==> src/rtl/zone_pkg.sv <==
// Shared constants, FSM states and the zone banding helper for the
// 3x3 local-dimming brightness estimator.
package zone_pkg;

    localparam int ZONES      = 9;
    localparam int ZONE_IDX_W = 4;

    // Luma weights; they sum to 256 so full white maps exactly to 255.
    localparam logic [15:0] COEF_R = 16'd77;
    localparam logic [15:0] COEF_G = 16'd150;
    localparam logic [15:0] COEF_B = 16'd29;

    typedef enum logic [1:0] {
        ST_WAIT_VS,
        ST_ACCUM,
        ST_CALC,
        ST_UPDATE
    } state_e;

    // Maps a pixel coordinate to its zone band (0..2) with two comparators.
    function automatic logic [1:0] zone_band(input int unsigned pos, input int unsigned span);
        if (pos < span) begin
            return 2'd0;
        end else if (pos < 2 * span) begin
            return 2'd1;
        end
        return 2'd2;
    endfunction

endpackage

==> src/rtl/zone_luma.sv <==
// Two-stage RGB888 -> 8-bit luma pipeline; valid and zone index travel
// alongside so they arrive together with the luma value.
module zone_luma
    import zone_pkg::*;
(
    input  logic                  clk_i,
    input  logic                  rst_ni,
    input  logic                  valid_i,
    input  logic [ZONE_IDX_W-1:0] zone_i,
    input  logic [7:0]            r_i,
    input  logic [7:0]            g_i,
    input  logic [7:0]            b_i,
    output logic                  valid_o,
    output logic [ZONE_IDX_W-1:0] zone_o,
    output logic [7:0]            y_o
);

    logic [15:0]           pr_q, pg_q, pb_q;
    logic                  valid1_q, valid2_q;
    logic [ZONE_IDX_W-1:0] zone1_q, zone2_q;
    logic [7:0]            y_q;

    // Stage 1 weights each channel, stage 2 sums and drops the 8 fraction bits.
    always_ff @(posedge clk_i or negedge rst_ni) begin
        if (!rst_ni) begin
            pr_q     <= '0;
            pg_q     <= '0;
            pb_q     <= '0;
            valid1_q <= 1'b0;
            zone1_q  <= '0;
            y_q      <= '0;
            valid2_q <= 1'b0;
            zone2_q  <= '0;
        end else begin
            pr_q     <= COEF_R * 16'(r_i);
            pg_q     <= COEF_G * 16'(g_i);
            pb_q     <= COEF_B * 16'(b_i);
            valid1_q <= valid_i;
            zone1_q  <= zone_i;
            y_q      <= 8'((pr_q + pg_q + pb_q) >> 8);
            valid2_q <= valid1_q;
            zone2_q  <= zone1_q;
        end
    end

    assign valid_o = valid2_q;
    assign zone_o  = zone2_q;
    assign y_o     = y_q;

endmodule

==> src/rtl/video_zone_brightness.sv <==
// Observes the received pixel stream and produces one backlight level per
// zone of a 3x3 grid each frame (zone peak or zone mean luma).
module video_zone_brightness
    import zone_pkg::*;
#(
    parameter int H_ACTIVE = 1024,
    parameter int V_ACTIVE = 768,
    parameter bit VS_POL   = 1'b1
) (
    input  logic               I_clk,
    input  logic               I_rst_n,
    input  logic               I_vs,
    input  logic               I_hs,
    input  logic               I_de,
    input  logic [7:0]         I_data_r,
    input  logic [7:0]         I_data_g,
    input  logic [7:0]         I_data_b,
    input  logic               I_mode,
    output logic [8*ZONES-1:0] O_led_light,
    output logic               O_frame_done,
    output logic               O_frame_err
);

    localparam int ZW    = H_ACTIVE / 3;
    localparam int ZH    = V_ACTIVE / 3;
    localparam int ZPIX  = ZW * ZH;
    localparam int SUM_W = $clog2(ZPIX * 255 + 1);
    localparam int PW    = SUM_W + 33;
    localparam logic [32:0] RECIP = 33'((64'd1 << 32) / 64'(ZPIX));
    localparam int XW = $clog2(H_ACTIVE + 1);
    localparam int YW = $clog2(V_ACTIVE + 1);
    localparam logic [XW-1:0] X_END = XW'(H_ACTIVE);
    localparam logic [YW-1:0] Y_END = YW'(V_ACTIVE);
    localparam logic [ZONE_IDX_W-1:0] Z_LAST = ZONE_IDX_W'(ZONES - 1);

    state_e                state_q, state_d;
    logic                  vs_act, vs_q, vs_q2, vs_edge;
    logic                  de_eff, de_q, de_fall;
    logic [XW-1:0]         x_q;
    logic [YW-1:0]         y_q;
    logic                  in_range, pix_valid, pix_oor;
    logic [1:0]            row, col;
    logic [ZONE_IDX_W-1:0] pix_zone;
    logic                  luma_valid;
    logic [ZONE_IDX_W-1:0] luma_zone;
    logic [7:0]            luma_y;
    logic [SUM_W-1:0]      sum_q  [ZONES];
    logic [7:0]            peak_q [ZONES];
    logic [7:0]            shadow_q [ZONES];
    logic [ZONE_IDX_W-1:0] zidx_q;
    logic                  mode_q, mode_next_q, ovf_q, dirty_q;
    logic [8*ZONES-1:0]    led_q;
    logic                  done_q, err_q;
    logic                  start_frame, close_ok, close_bad, calc_en, update_en;
    logic [SUM_W:0]        mean_raw;
    logic [7:0]            mean_sat, level;
    logic                  unused_hs;

    assign unused_hs = I_hs;

    // Sync/DE qualification: DE during active VS is treated as blanking.
    assign vs_act    = (I_vs == VS_POL);
    assign vs_edge   = vs_q & ~vs_q2;
    assign de_eff    = I_de & ~vs_act;
    assign de_fall   = de_q & ~de_eff;
    assign in_range  = (x_q < X_END) && (y_q < Y_END);
    assign pix_valid = de_eff & in_range;
    assign pix_oor   = de_eff & ~in_range;
    assign row       = zone_band(32'(y_q), ZH);
    assign col       = zone_band(32'(x_q), ZW);
    assign pix_zone  = 4'(row) * 4'd3 + 4'(col);

    zone_luma u_luma (
        .clk_i   (I_clk),
        .rst_ni  (I_rst_n),
        .valid_i (pix_valid),
        .zone_i  (pix_zone),
        .r_i     (I_data_r),
        .g_i     (I_data_g),
        .b_i     (I_data_b),
        .valid_o (luma_valid),
        .zone_o  (luma_zone),
        .y_o     (luma_y)
    );

    // Edge detectors and saturating x/y pixel counters.
    always_ff @(posedge I_clk or negedge I_rst_n) begin
        // NOTE: clocked state uses non-blocking assignments so every register samples pre-edge values.
        if (!I_rst_n) begin
            vs_q  <= 1'b0;
            vs_q2 <= 1'b0;
            de_q  <= 1'b0;
            x_q   <= '0;
            y_q   <= '0;
        end else begin
            vs_q  <= vs_act;
            vs_q2 <= vs_q;
            de_q  <= de_eff;
            if (vs_edge) begin
                x_q <= '0;
                y_q <= '0;
            end else if (de_fall) begin
                x_q <= '0;
                if (y_q < Y_END) y_q <= y_q + 1'b1;
            end else if (de_eff && (x_q < X_END)) begin
                x_q <= x_q + 1'b1;
            end
        end
    end

    // FSM state register.
    always_ff @(posedge I_clk or negedge I_rst_n) begin
        if (!I_rst_n) state_q <= ST_WAIT_VS;
        else          state_q <= state_d;
    end

    // FSM next state and per-cycle control strobes.
    always_comb begin
        // NOTE: every output gets a default first so no path can infer a latch.
        state_d     = state_q;
        start_frame = 1'b0;
        close_ok    = 1'b0;
        close_bad   = 1'b0;
        calc_en     = 1'b0;
        update_en   = 1'b0;
        unique case (state_q)
            ST_WAIT_VS: begin
                if (vs_edge) begin
                    start_frame = 1'b1;
                    state_d     = ST_ACCUM;
                end
            end
            ST_ACCUM: begin
                if (vs_edge) begin
                    if ((y_q == Y_END) && !ovf_q && !dirty_q) begin
                        close_ok = 1'b1;
                        state_d  = ST_CALC;
                    end else begin
                        close_bad   = 1'b1;
                        start_frame = 1'b1;
                    end
                end
            end
            ST_CALC: begin
                calc_en = 1'b1;
                if (zidx_q == Z_LAST) state_d = ST_UPDATE;
            end
            ST_UPDATE: begin
                update_en = 1'b1;
                state_d   = ST_ACCUM;
            end
            default: state_d = ST_WAIT_VS;
        endcase
    end

    // Shared mean multiplier: one zone per CALC cycle, saturated to 8 bits.
    assign mean_raw = (SUM_W + 1)'((PW'(sum_q[zidx_q]) * PW'(RECIP)) >> 32);
    assign mean_sat = (mean_raw > (SUM_W + 1)'(255)) ? 8'd255 : mean_raw[7:0];
    assign level    = mode_q ? mean_sat : peak_q[zidx_q];

    // Per-zone sum and peak accumulation for the frame in progress.
    always_ff @(posedge I_clk or negedge I_rst_n) begin
        // NOTE: the zone arrays are reset too, so the first frame after reset starts from zero.
        if (!I_rst_n) begin
            for (int z = 0; z < ZONES; z++) begin
                sum_q[z]  <= '0;
                peak_q[z] <= '0;
            end
        end else if (start_frame || update_en) begin
            for (int z = 0; z < ZONES; z++) begin
                sum_q[z]  <= '0;
                peak_q[z] <= '0;
            end
        end else if ((state_q == ST_ACCUM) && luma_valid) begin
            sum_q[luma_zone] <= sum_q[luma_zone] + SUM_W'(luma_y);
            if (luma_y > peak_q[luma_zone]) peak_q[luma_zone] <= luma_y;
        end
    end

    // Frame bookkeeping, level calculation into the shadow, and output update.
    always_ff @(posedge I_clk or negedge I_rst_n) begin
        if (!I_rst_n) begin
            done_q      <= 1'b0;
            err_q       <= 1'b0;
            ovf_q       <= 1'b0;
            dirty_q     <= 1'b0;
            mode_q      <= 1'b0;
            mode_next_q <= 1'b0;
            zidx_q      <= '0;
            led_q       <= '0;
            for (int z = 0; z < ZONES; z++) shadow_q[z] <= '0;
        end else begin
            done_q <= update_en;
            err_q  <= close_bad;
            // A VS edge always opens a new frame; one opened while CALC/UPDATE
            // still own the accumulators cannot be trusted.
            if (vs_edge) begin
                ovf_q   <= 1'b0;
                dirty_q <= (state_q == ST_CALC) || (state_q == ST_UPDATE);
            end else if (pix_oor) begin
                ovf_q <= 1'b1;
            end
            if (close_ok)         mode_next_q <= I_mode;
            if (start_frame)      mode_q      <= I_mode;
            else if (update_en)   mode_q      <= mode_next_q;
            if (calc_en) begin
                shadow_q[zidx_q] <= level;
                zidx_q           <= (zidx_q == Z_LAST) ? '0 : zidx_q + 1'b1;
            end
            if (update_en) begin
                for (int z = 0; z < ZONES; z++) led_q[8*z +: 8] <= shadow_q[z];
            end
        end
    end

    assign O_led_light  = led_q;
    assign O_frame_done = done_q;
    assign O_frame_err  = err_q;

endmodule
==> config.mk <==
export PLATFORM = sky130hd
export DESIGN_NAME = video_zone_brightness
export DESIGN_NICKNAME = d
export VERILOG_FILES = /design/src/rtl/zone_pkg.sv /design/src/rtl/zone_luma.sv /design/src/rtl/video_zone_brightness.sv
export SDC_FILE = /design/constraint.sdc
export NUM_CORES = 1
export LEC_CHECK = 0
export BUFFER_PORTS_ARGS = -buffer_cell sky130_fd_sc_hd__buf_2
export CAP_MARGIN = 5
export CORE_MARGIN = 4
export CORE_UTILIZATION = 63
export CTS_CLUSTER_DIAMETER = 150
export CTS_CLUSTER_SIZE = 12
export DETAILED_ROUTE_END_ITERATION = 12
export HOLD_SLACK_MARGIN = 0.15
export PLACE_DENSITY = 0.81
export SLEW_MARGIN = 10
export SYNTH_ARGS = -nofsm -noshare
export SYNTH_HDL_FRONTEND = slang
export SYNTH_HIERARCHICAL = 1
export SYNTH_SLANG_ARGS = --single-unit
==> constraint.sdc <==
create_clock -name I_clk -period 8.4 [get_ports I_clk]
set_input_delay 1.68 -clock I_clk [delete_from_list [all_inputs] [get_ports I_clk]]
set_output_delay 1.68 -clock I_clk [all_outputs]
set_load 0.01 [all_outputs]
==> impl_metrics.env <==
export IMPL_status="completed"
export IMPL_swShare_pct=37.6
export IMPL_p_switching_mw=2.86
export IMPL_synth_cell_types=94
export IMPL_ant_nets=0
export IMPL_htree_levels=2
export IMPL_grt_antenna_before_repair=0
export IMPL_fillers=3722
export IMPL_fin_crit_sh_pct=86.2
export IMPL_final_area_sq_um=35100
export IMPL_clk_path_buf_depth=3
export IMPL_grt_pass1_vias=26000
export IMPL_layout_drive_gt1_share_pct=13.7
export IMPL_overflow=0
export IMPL_dieArea_sq_um=55700
export IMPL_power_frac_comb_pct=34.6
export IMPL_powerDensity_nw_per_um2=216
export IMPL_final_cell_mix="dfrtp_1, ha_1, nand2_1"
export IMPL_timing_rr_end="shadow_q[16]"
export IMPL_final_common_cell="dfrtp_1"
export IMPL_crit_type="flip-flop to flip-flop"
export IMPL_postCtsSetupBuffers=0
export IMPL_placed_area_sq_um=33800
export IMPL_power_leakage_nw=16.5
export IMPL_fp_dieW_um=236
export IMPL_synth_async_reset_ratio_pct=100
export IMPL_synth_edf_count=0
export IMPL_crit_arrival_ps=7710
export IMPL_routed_wl_um=88000
export IMPL_ctsRootBufferMaster="clkbuf_16"
export IMPL_tightest_slew_ps=1300
export IMPL_crit_reg2reg_launch="zidx_q[2]"
export IMPL_crit_path_start_kind="flip-flop"
export IMPL_min_path_type="flip-flop to flip-flop"
export IMPL_syn_area_per_cell_sq_um=10.9
export IMPL_syn_inst=3004
export IMPL_p_int_mw=4.74
export IMPL_post_route_drc_count=0
export IMPL_yosysSeqAreaShare_pct=41.1
export IMPL_required_ps=8870
export IMPL_dr_pass1_iters=6
export IMPL_vias=24900
export IMPL_critPathCaptureType="flip-flop"
export IMPL_port_buffer_count=102
export IMPL_clk_pin_slew_ps=60
export IMPL_timing_final_hold_violations=0
export IMPL_r2r_cells=20
export IMPL_finalMaxSlewViolations=0
export IMPL_grt_pass1_wl_um=141000
export IMPL_regToRegSetupSlack_ps=1160
export IMPL_gp_congestion=0.932
export IMPL_clock_latency_ps=630
export IMPL_path_max_fanout=47
export IMPL_fp_dieH_um=236
export IMPL_cap_violations=0
export IMPL_startpoint="zidx_q[2]"
export IMPL_grt_use_total_pct=31.4
export IMPL_dp_final_hpwl_um=58000
export IMPL_ys_ff_latch=538
export IMPL_ys_warn_count=6
export IMPL_synth_ff_type="dfrtp_1"
export IMPL_final_nets=3413
export IMPL_syn_cell_area_sq_um=32800
export IMPL_fmax_mhz=138
export IMPL_cts_resized=0
export IMPL_grt_max_degree=157
export IMPL_synth_nets=3373
export IMPL_setup_violations_final=0
export IMPL_ir_worst_vdd_mv=0.175
export IMPL_period_needed_ps=7240
export IMPL_min_path_cells=0
export IMPL_holdWs_ps=354
export IMPL_fin_skew_ps=33.3
export IMPL_clkSinkCount=538
export IMPL_cts_inserted_buffers=50
export IMPL_area_growth_pct=7.28
export IMPL_cts_tree="done"
export IMPL_synth_top_cell_area_share_pct=41.1
export IMPL_clkPwrFrac_pct=26.9
export IMPL_ctsHoldBuffers=0
export IMPL_ioPinCount=104
export IMPL_core_rowCount=83
export IMPL_start_util_pct=63.7
export IMPL_finalSetupTns_ps=0
export IMPL_slew_headroom_pct=13.3
export IMPL_rsz0062_at_grt="no"
export IMPL_drt_iter0_markers=2534
export IMPL_fp_coreArea_sq_um=51400
export IMPL_wire_per_inst_um=23.6
export IMPL_diodes=0
export IMPL_hold_end="u_luma/zone_o[1]"
export IMPL_hold_path_startpoint="u_luma/zone1_q[1]"
export IMPL_via_per_inst=6.68
export IMPL_synthTopCellsByArea="dfrtp_1, ha_1, mux2i_1, mux4_2, a22o_1"
export IMPL_seq_power_share_pct=38.5
export IMPL_yosysTopAreaCell="dfrtp_1"
[registers in the layout, indices dropped and copies added (netlist names), 8 cells and up]
name,count
u_luma/pr_q,15
x_q,11
peak_q,72
u_luma/pg_q,15
u_luma/y_o,8
O_led_light,72
shadow_q,72
sum_q,225
y_q,10
u_luma/pb_q,13
[kinds of logic (layout without fill, tap and decap cells)]
family	after synthesis	in the layout	synth area share [%]
fa+ha+maj	339	339	14.5
compound gates	681	681	14.2
xor+xnor	80	80	2.23
buf+inv	349	394	4.44
mux	340	340	13.6
simple gates	677	677	9.85
flops	538	538	41.1
[critical path, cell delays in order, from the launching register on]
cell,delay (ps)
dfrtp_4,980
buf_4,400
mux4_2,230
a21oi_1,90
o22ai_1,560
ha_1,360
ha_1,290
ha_1,340
inv_1,70
fa_1,480
fa_1,520
inv_1,40
ha_1,360
and3_1,250
a311oi_1,490
o22ai_1,190
o31ai_1,320
nand3_2,250
o21ai_1,430
buf_4,250
o21ai_0,120
[per-layer routing]
layer | vias to the layer above | track usage [%] | routed length (um)
met5 | - | 0 | 0
met4 | 0 | 13.3 | 3660
met3 | 310 | 6.34 | 7920
met2 | 1276 | 52.2 | 42700
met1 | 12500 | 40.6 | 33700
li1 | 10800 | - | -
[cell type report]
class	count	area, sq um	share of cell area, %
clock inverter	3	76.3	0.217
sequential	538	13500	38.4
tap	680	851	2.42
multi-input combinational	2117	17900	50.8
inverter	193	724	2.06
clock buffer	54	1280	3.63
timing repair buffer	144	873	2.49
[how the worst max path moves through the flow]
stage | cells after the start | to | slack (ps)
floorplan | 23 | shadow_q[69] | 1380
global placement | 20 | shadow_q[56] | 1480
detailed placement | 20 | shadow_q[16] | 1370
CTS | 20 | shadow_q[16] | 1320
global route | 20 | shadow_q[16] | 960
finish | 20 | shadow_q[16] | 1160
[stage by stage]
step | util [%] | std cells | setup slack (ps) | power (mW)
3_3_place_gp | 65.7 | 3672 | 1480 | 5.39
6_report | 68.3 | 3729 | 1160 | 7.60
3_5_place_dp | 65.7 | 3672 | 1370 | 5.50
5_1_grt | 68.3 | 3729 | 960 | 7.95
4_1_cts | 68.3 | 3729 | 1320 | 7.56
2_1_floorplan | - | 3004 | 1380 | 4.71
[cells in the mapped netlist (18+ instances only)]
| library cell | n |
|---|---|
| a21o_1 | 25 |
| a21oi_1 | 124 |
| a22o_1 | 161 |
| a22oi_1 | 24 |
| buf_1 | 26 |
| buf_2 | 40 |
| clkbuf_1 | 73 |
| dfrtp_1 | 538 |
| fa_1 | 68 |
| ha_1 | 271 |
| inv_1 | 190 |
| mux2_2 | 80 |
| mux2i_1 | 183 |
| mux4_2 | 77 |
| nand2_1 | 240 |
| nand3_1 | 66 |
| nand4_1 | 18 |
| nor2_1 | 204 |
| nor3_1 | 23 |
| o21ai_0 | 185 |
| o22ai_1 | 33 |
| or3_1 | 21 |
| xnor2_1 | 41 |
| xor2_1 | 35 |
[power by group through the flow]
stage | registers (mW) | logic (mW) | clock network (mW)
after floorplan | 2.87 | 1.84 | 0
after detailed placement | 2.96 | 2.54 | 0
after global placement | 2.96 | 2.43 | 0
final | 2.92 | 2.63 | 2.04
after global routing | 2.94 | 2.85 | 2.16
after CTS | 2.92 | 2.58 | 2.06
(Power assumes the default switching activity.)
